===== config.mk =====
export PLATFORM = sky130hd
export DESIGN_NAME = laser_aom_arbiter
export DESIGN_NICKNAME = d
export VERILOG_FILES = /design/src/rtl/laser_aom_arbiter.sv
export SDC_FILE = /design/constraint.sdc
export NUM_CORES = 1
export LEC_CHECK = 0
export BUFFER_PORTS_ARGS = -buffer_cell sky130_fd_sc_hd__buf_2
export CORE_MARGIN = 3
export CORE_UTILIZATION = 40
export DETAILED_ROUTE_END_ITERATION = 10
export GPL_ROUTABILITY_DRIVEN = 0
export SLEW_MARGIN = 20
export SYNTH_ARGS = -nofsm -noshare
export SYNTH_HDL_FRONTEND = slang
export SYNTH_SLANG_ARGS = --single-unit

===== constraint.sdc =====
create_clock -name clk_i -period 9.66 [get_ports clk_i]
set_input_delay 1.932 -clock clk_i [delete_from_list [all_inputs] [get_ports clk_i]]
set_output_delay 1.932 -clock clk_i [all_outputs]
set_load 0.03 [all_outputs]

===== src/rtl/laser_aom_arbiter.sv =====
// laser_aom_arbiter: arbitrates two AOM voltage sources onto a valid/ready DAC port, with settle gap and overload fault shutdown.
module laser_aom_arbiter #(
  parameter real TCQ        = 0.1,
  parameter int  SETTLE_CYC = 16
) (
  input  logic        clk_i,
  input  logic        rst_n_i,
  input  logic [1:0]  src_mask_i,
  input  logic        req0_en_i,
  input  logic        req1_en_i,
  input  logic [11:0] req0_vol_i,
  input  logic [11:0] req1_vol_i,
  input  logic [11:0] aom_overload_vol_thre_i,
  input  logic [31:0] aom_overload_timeout_i,
  input  logic        fault_clr_i,
  output logic        dac_valid_o,
  output logic [11:0] dac_data_o,
  input  logic        dac_ready_i,
  output logic [11:0] aom_voltage_o,
  output logic        overload_fault_o,
  output logic        busy_o,
  output logic [15:0] ovr_cnt_o
);
  typedef enum logic [2:0] {S_IDLE, S_ISSUE, S_SETTLE, S_FISSUE, S_FHOLD} state_t;
  state_t      r_state, w_nxt;
  logic [1:0]  r_pend;
  logic [11:0] r_pval0, r_pval1, r_dac_data, r_aom;
  logic        r_fault;
  logic [7:0]  r_settle;
  logic [31:0] r_ovl;
  logic [15:0] r_ovr;
  logic        w_hs, w_above, w_fault_set, w_flt, w_g0, w_g1;
  logic [1:0]  w_pm, w_take, w_acc, w_ovr_inc, w_pend_nxt;
  logic [16:0] w_ovr_sum;
  logic [11:0] w_data_nxt;
  assign dac_valid_o      = (r_state == S_ISSUE) || (r_state == S_FISSUE);
  assign dac_data_o       = r_dac_data;
  assign aom_voltage_o    = r_aom;
  assign overload_fault_o = r_fault;
  assign busy_o           = r_state != S_IDLE;
  assign ovr_cnt_o        = r_ovr;
  assign w_hs        = dac_valid_o & dac_ready_i;
  assign w_above     = r_aom > aom_overload_vol_thre_i;
  // >= rather than == so a timeout lowered below an already-running count still trips
  assign w_fault_set = !r_fault && (aom_overload_timeout_i != 32'd0) && w_above &&
                       (r_ovl >= aom_overload_timeout_i - 32'd1);
  assign w_flt       = r_fault | w_fault_set;
  assign w_pm        = r_pend & src_mask_i;
  assign w_g1        = (r_state == S_IDLE) && !w_flt && w_pm[1];
  assign w_g0        = (r_state == S_IDLE) && !w_flt && w_pm[0] && !w_pm[1];
  assign w_take      = {w_g1, w_g0};
  assign w_acc       = {req1_en_i, req0_en_i} & src_mask_i & {2{!w_flt}};
  assign w_ovr_inc   = w_acc & r_pend & ~w_take;
  assign w_ovr_sum   = {1'b0, r_ovr} + 17'(w_ovr_inc[0]) + 17'(w_ovr_inc[1]);
  assign w_pend_nxt  = w_flt ? 2'b00 : (w_acc | (r_pend & ~w_take)) & src_mask_i;
  assign w_data_nxt  = (w_nxt == S_FISSUE && r_state != S_FISSUE) ? 12'h000 :
                       w_g1 ? r_pval1 : w_g0 ? r_pval0 : r_dac_data;
  always_comb begin
    w_nxt = r_state;
    unique case (r_state)
      S_IDLE:   w_nxt = w_flt ? S_FISSUE : (|w_pm) ? S_ISSUE : S_IDLE;
      S_ISSUE:  w_nxt = !w_hs ? S_ISSUE : w_flt ? S_FISSUE : (SETTLE_CYC == 0) ? S_IDLE : S_SETTLE;
      S_SETTLE: w_nxt = w_flt ? S_FISSUE : (r_settle == 8'd0) ? S_IDLE : S_SETTLE;
      S_FISSUE: w_nxt = w_hs ? S_FHOLD : S_FISSUE;
      S_FHOLD:  w_nxt = fault_clr_i ? S_IDLE : S_FHOLD;
      default:  w_nxt = S_IDLE;
    endcase
  end
  always_ff @(posedge clk_i) begin
    if (!rst_n_i) begin
      r_state    <= S_IDLE;
      r_pend     <= 2'b00;
      r_pval0    <= 12'h000;
      r_pval1    <= 12'h000;
      r_dac_data <= 12'h000;
      r_aom      <= 12'h000;
      r_fault    <= 1'b0;
      r_settle   <= 8'd0;
      r_ovl      <= 32'd0;
      r_ovr      <= 16'd0;
    end else begin
      r_state    <= w_nxt;
      r_pend     <= w_pend_nxt;
      r_pval0    <= w_acc[0] ? req0_vol_i : r_pval0;
      r_pval1    <= w_acc[1] ? req1_vol_i : r_pval1;
      r_dac_data <= w_data_nxt;
      r_aom      <= w_hs ? r_dac_data : r_aom;
      r_fault    <= w_fault_set ? 1'b1 : (r_state == S_FHOLD && fault_clr_i) ? 1'b0 : r_fault;
      r_settle   <= (r_state == S_ISSUE) ? 8'(SETTLE_CYC - 1) :
                    (r_state == S_SETTLE) ? r_settle - 8'd1 : r_settle;
      r_ovl      <= (r_state == S_FHOLD || !w_above) ? 32'd0 : r_ovl + {31'd0, ~&r_ovl};
      r_ovr      <= w_ovr_sum[16] ? 16'hFFFF : w_ovr_sum[15:0];
    end
  end
endmodule


* After elaboration in Yosys (flattened, before gate mapping)
Cells that the tools add are included.
** Word-level totals
- Register bits :: 110
- Input port bits :: 76
- Output and inout port bits :: 43
** Operators by class
- Add/sub/neg operators :: 5
- Order comparisons :: 2
- Eq/ne operators :: 6
- Multiplexer cells :: 16
- Bitwise gates (word level) :: 12
- Reductions and logical operators :: 29
** Operator list (number)
- adder 32 x 1 -> 32 bit :: 1
- greater-or-equal comparator 32 bit :: 1
- AND reduction 32 bit :: 1
- nonzero test 32 bit :: 1
- subtractor 32 x 1 -> 32 bit, second input constant :: 1
- two-way mux 12 bit :: 2
- adder 16 x 1 -> 17 bit :: 1
- adder 17 x 1 -> 17 bit :: 1
- two-way mux 16 bit :: 1
- case mux 3 bit (5 select lines) :: 1
- AND 2 bit :: 7
- > comparator 12 bit :: 1
- OR reduction 2 bit :: 5
- == test 3 x 2 -> 1 bit, second input constant :: 3
- logical AND 1 bit :: 9
- zero test 8 bit :: 1
- two-way mux 2 bit :: 4
- two-way mux 4 bit :: 2
- subtractor 8 x 1 -> 8 bit, second input constant :: 1
- two-way mux 3 bit :: 2
- nonzero test 2 bit :: 3
- zero test 1 bit :: 5
- two-way mux 1 bit :: 4
- == test 3 x 1 -> 1 bit, second input constant :: 1
- other kinds (10) :: 11

* Logic depth before layout (Yosys ltp)
- Word-level depth :: 14
- Depth in mapped cells :: 26
- Depth with buffers taken out :: 24

* Least setup slack after synthesis
OpenSTA, ideal clock, no wires.
- Kind :: input port to flip-flop
- Start :: in aom_overload_timeout_i[2]
- End :: reg r_ovr[11] (netlist: ovr_cnt_o[11])
- Library setup time :: 0.071 ns
- Arrival :: 7.519 ns
- Slack :: 2.070 ns
- Stages on the path :: 26
- Buffers on the path :: 4
- Path through :: nor3_1 > nand3_1 > or2_2 > or3_1 > clkbuf_1 > or3_1 > nor3_1 > nand3b_1 > xor2_1 > ha_1 > nand4_1 > nor2_1 > a221o_1 > a211oi_1 > and3_1 > clkbuf_1 > o2111ai_2 > buf_4 > nand2b_1 > fa_1 > inv_1 > ha_1 > nand3_1 > or3_1 > clkbuf_1 > a21oi_1
** Between the ends
- Word-level cells in the longest chain between the ends :: 14
** RTL lines
- start: declaration :: RTL line 14 : input logic [31:0] aom_overload_timeout_i,
- branches (longest 3 deep; another with subtractor 32 x 1 -> 32 bit)
- logical AND 1 bit * :: RTL line 45 : assign w_fault_set = !r_fault && (aom_overload_timeout_i != 32'd0) && w_above &&
- bitwise OR 1 bit * :: RTL line 47 : assign w_flt = r_fault | w_fault_set;
- zero test 1 bit * :: RTL line 49, 50, 52
- logical AND 1 bit :: RTL line 49, 50
- logical AND 1 bit (2 in series) :: RTL line 50 : assign w_g0 = (r_state == S_IDLE) && !w_flt && w_pm[0] && !w_pm[1];
- NOT 2 bit :: RTL line 53 : assign w_ovr_inc = w_acc & r_pend & ~w_take;
- AND 2 bit * :: RTL line 53
- adder 16 x 1 -> 17 bit :: RTL line 54 : assign w_ovr_sum = {1'b0, r_ovr} + 17'(w_ovr_inc[0]) + 17'(w_ovr_inc[1]);
- adder 17 x 1 -> 17 bit * :: RTL line 54
- two-way mux 16 bit * :: RTL line 92 : r_ovr <= w_ovr_sum[16] ? 16'hFFFF : w_ovr_sum[15:0];
- end signal: assignment :: RTL line 92
- end: declaration :: RTL line 31 : logic [15:0] r_ovr;
Mark *: on every way between the ends.
A chain may end at the register's enable or synchronous reset.

* Final worst setup path
- Start :: in aom_overload_timeout_i[2]
- End :: reg r_ovr[0] (netlist: ovr_cnt_o[0])
Same word-level chain as after synthesis.

==> impl_metrics.toml <==
[global_routing]
grt_overflow_total = 0
first_global_vias = 4826
global_route_wire_length_before_repair_microns = 23600
antenna_violations_before_repair = 0
grt_max_degree = 57
groute.usage.overall_pct = 17.1

[timing]
setup_ws_ns = 1.87
maxSlewHeadroom_pct = 34.9
report.final.setup_viol = 0
final.min_clock_period_ns = 7.79
final_hold_viol_count = 0
grt_setup_unrepaired = "no"
tightest_slew_ns = 0.973
timing.fmax_mhz = 128
slew_viol_final = 0
final.period_utilization_pct = 80.7
tns_ns = 0
clock-skew-final_ns = 0.00751

[yosys]
synth_area_sq_mm = 0.00615
synthFlopType = "sky130_fd_sc_hd__dfxtp_1"
synth.net_count = 869
netlist.area_leader.share_pct = 35.8
async_reset_ff_share_pct = 0
syn_inst = 743
synth-seq-area-share_pct = 35.8
number_of_flops_mapped_to_enable_cells_by_yosys = 0
synth.ff_latch_count = 110
synth_top_area_cell = "sky130_fd_sc_hd__dfxtp_1"
post_synth.cell_area_avg_sq_um = 8.28
synth.yosys.warnings = 0
yosysUniqueCellTypes = 54
top_post_synthesis_cells_by_area = "sky130_fd_sc_hd__dfxtp_1, sky130_fd_sc_hd__ha_1, sky130_fd_sc_hd__nor2_1, sky130_fd_sc_hd__xor2_1, sky130_fd_sc_hd__a21oi_1"

[setup_path]
worst_path_most_repeated_cell = "sky130_fd_sc_hd__or3_1"
critical_setup_path_class = "in -> reg"
worst_setup_path_start_kind = "input port"
critical_path.max_fanout = 13
timing.critical_path.buf_inv = 3
worst_path_max_delay_cell = "sky130_fd_sc_hd__or3_1"
worstPathCellList = "buf_2 -> nor3_1 -> nand3_1 -> or2_2 -> or3_1 -> or3_1 -> nor3_1 -> nand3b_1 -> xor2_1 -> ha_1 -> nand4_1 -> nor2_1 -> a221o_1 -> a211oi_1 -> and3_1 -> o2111ai_2 -> buf_4 -> nand2b_1 -> fa_1 -> inv_1 -> ha_1 -> nand3_1 -> or3_1 -> a21oi_1"
timing.critical_path.to_type = "flop"
critical-path-top-delay-family = "simple AND/OR/NAND/NOR gates"
critPathMaxStageDelay_ns = 0.62
timing.critical_path.arrival_ns = 8.07
worst_ep_required_time_ns = 9.93

[drt]
via_per_inst = 5.02
drtIter0Drc = 221
route.detailed.wl_per_inst_microns = 13.8
postRouteWirelength_microns = 14300
dr.pass1.iters = 4
post-route-drc-count = 0
drtAntennaViolNets = 0
dr_total_vias = 5225

[clock_tree]
cts_max_path_buffers = 2
tritoncts = "built"
cts.sinks = 110
cts.reportedPaths.clkPinSlew_ns = 0.07
cts_buffers = 9
ctsResizeCount = 0
cts_root_buf = "sky130_fd_sc_hd__clkbuf_16"
postCtsSetupBuffers = 0
cts.hold.buffers_added = 0
h-tree-depth = 3
clk_latency_ns = 0.34

[final_layout]
design.final.nets = 978
area.sequential_sq_mm = 0.00220
n_fill_cell = 1509
post_route_cells_drive_above_1_share_pct = 17.3
antenna-diode-count = 0
area_growth_syn_to_layout_pct = 17.3
multi_input_area_sq_mm = 0.00374

[floorplan]
placementRows = 44
fp.dieH_microns = 130
placeableCoreArea_sq_mm = 0.0148
floorplan.io_pins = 119
dieWidth_microns = 130
effective_utilization_at_floorplan_pct = 41.5
floorplan.die_area_sq_mm = 0.0169

[placed_design]
io_buffer_count = 118
dp_worst_setup_slack_ns = 1.50
dpl_wire_length_microns = 11200

[outcome]
status = "complete, no violations"

[flow_run]
number_of_maximum_capacitance_violations = 0

[power]
worst_voltage_drop_across_the_vdd_grid_mv = 0.0990
p_leak_nw = 3.04
power_per_standard_cell_area_mw_per_mm2 = 132

[worst_hold_path]
hold_class = "reg -> reg"
logic make-up (layout without fill, tap and decap cells):
family / after synthesis / count (layout) / synth area share [%]
AO/OA/AOI/OAI: 117 / 117 / 11.4
flip-flops: 110 / 110 / 35.8
AND/OR/NAND/NOR: 315 / 315 / 24.6
multiplexers: 25 / 25 / 4.07
adder cells (fa/ha/maj): 50 / 50 / 10.3
buffers and inverters: 53 / 166 / 3.46
XOR/XNOR: 73 / 73 / 10.4
sequential cells by signal (all words and copies together) (netlist names):
register,count
r_ovl,32
r_pend,2
r_pval1,12
r_settle,8
ovr_cnt_o,16
r_state,3
dac_data_o,12
aom_voltage_o,12
r_pval0,12
overload_fault_o,1
Yosys cell counts, drive strengths merged (2+ instances only):
| cell type | instances |
|---|---|
| nand4 | 23 |
| xor2 | 39 |
| o2111ai | 2 |
| nor3b | 2 |
| nand2b | 2 |
| clkbuf | 21 |
| a21oi | 64 |
| o21ai | 18 |
| and3 | 7 |
| nor3 | 17 |
| dfxtp | 110 |
| xnor2 | 34 |
| nand2 | 75 |
| and4 | 5 |
| nor4 | 10 |
| a21boi | 3 |
| nand3 | 29 |
| or4 | 4 |
| a211oi | 2 |
| nor2b | 8 |
| nand3b | 2 |
| o22ai | 12 |
| nor2 | 104 |
| ha | 49 |
| or3 | 7 |
| inv | 28 |
| o211ai | 3 |
| or2 | 14 |
| and2 | 2 |
| buf | 4 |
| mux2i | 25 |
| a21o | 4 |
power breakdown:
part           internal [mW]  switching (mW)  leakage (nW)
combinational         0.0403          0.0524          2.00
clock                  0.227           0.164         0.145
sequential             0.463         0.00777         0.890
metal layers:
layer	track usage (%)	up-vias	part of all wire (%)
li1	-	2820	-
met1	23.5	2316	50
met2	27.1	80	45
met3	3.68	9	4.6
met4	4.83	0	0.71
met5	0	-	0
cell usage in the layout, fill, tap and decap left out, types with 4 or more instances in the layout:
master,count
sky130_fd_sc_hd__xor2_1,39
sky130_fd_sc_hd__o21ai_0,17
sky130_fd_sc_hd__nand3_1,29
sky130_fd_sc_hd__and3_1,7
sky130_fd_sc_hd__mux2i_1,25
sky130_fd_sc_hd__nand2_1,74
sky130_fd_sc_hd__nor2b_1,8
sky130_fd_sc_hd__nor3_1,17
sky130_fd_sc_hd__inv_1,28
sky130_fd_sc_hd__o22ai_1,12
sky130_fd_sc_hd__buf_4,5
sky130_fd_sc_hd__buf_2,118
sky130_fd_sc_hd__nor2_1,104
sky130_fd_sc_hd__a21o_1,4
sky130_fd_sc_hd__or2_0,8
sky130_fd_sc_hd__nor4_1,10
sky130_fd_sc_hd__and4_1,5
sky130_fd_sc_hd__a21oi_1,64
sky130_fd_sc_hd__nand4_1,23
sky130_fd_sc_hd__or3_1,6
sky130_fd_sc_hd__or2_2,6
sky130_fd_sc_hd__clkbuf_16,9
sky130_fd_sc_hd__ha_1,49
sky130_fd_sc_hd__dfxtp_1,110
sky130_fd_sc_hd__xnor2_1,34
stage by stage:
stage          instances  total power [mW]  area, sq um  hold slack [ns]  utilization (%)
2_1_floorplan        743             0.538         6150            0.464                -
3_3_place_gp        1025             0.574         6900            0.454             46.6
3_5_place_dp        1025             0.574         6900            0.459             46.6
4_1_cts             1040             0.968         7210            0.472             48.7
5_1_grt             1040             0.996         7210            0.476             48.7
6_report            1040             0.954         7210            0.469             48.7
final timing paths:
check	start	end	slack, ns	cells past startpoint
max	aom_overload_timeout_i[2]	ovr_cnt_o[0]	1.87	24
min	dac_data_o[0]	aom_voltage_o[0]	0.47	2
max reg2reg	r_ovl[30]	ovr_cnt_o[0]	5.52	15
min reg2reg	dac_data_o[0]	aom_voltage_o[0]	0.47	2
area by class of cell:
class                   count  area share [%]
clock inverters             5            1.16
repair buffers            123            8.71
clock buffers              10            3.17
multi-input cells         580            51.8
inverters                  28            1.46
flip-flops and latches    110            30.5
well taps                 184            3.19
worst reg2reg max path: cells and delay by family, from the launching register on:
kind	cells	cell delay [ns]
compound gates	5	0.99
flops	1	0.34
fa+ha+maj	3	1.00
buf+inv	2	0.29
simple gates	5	1.45
Power figures use the tool's default switching activity.
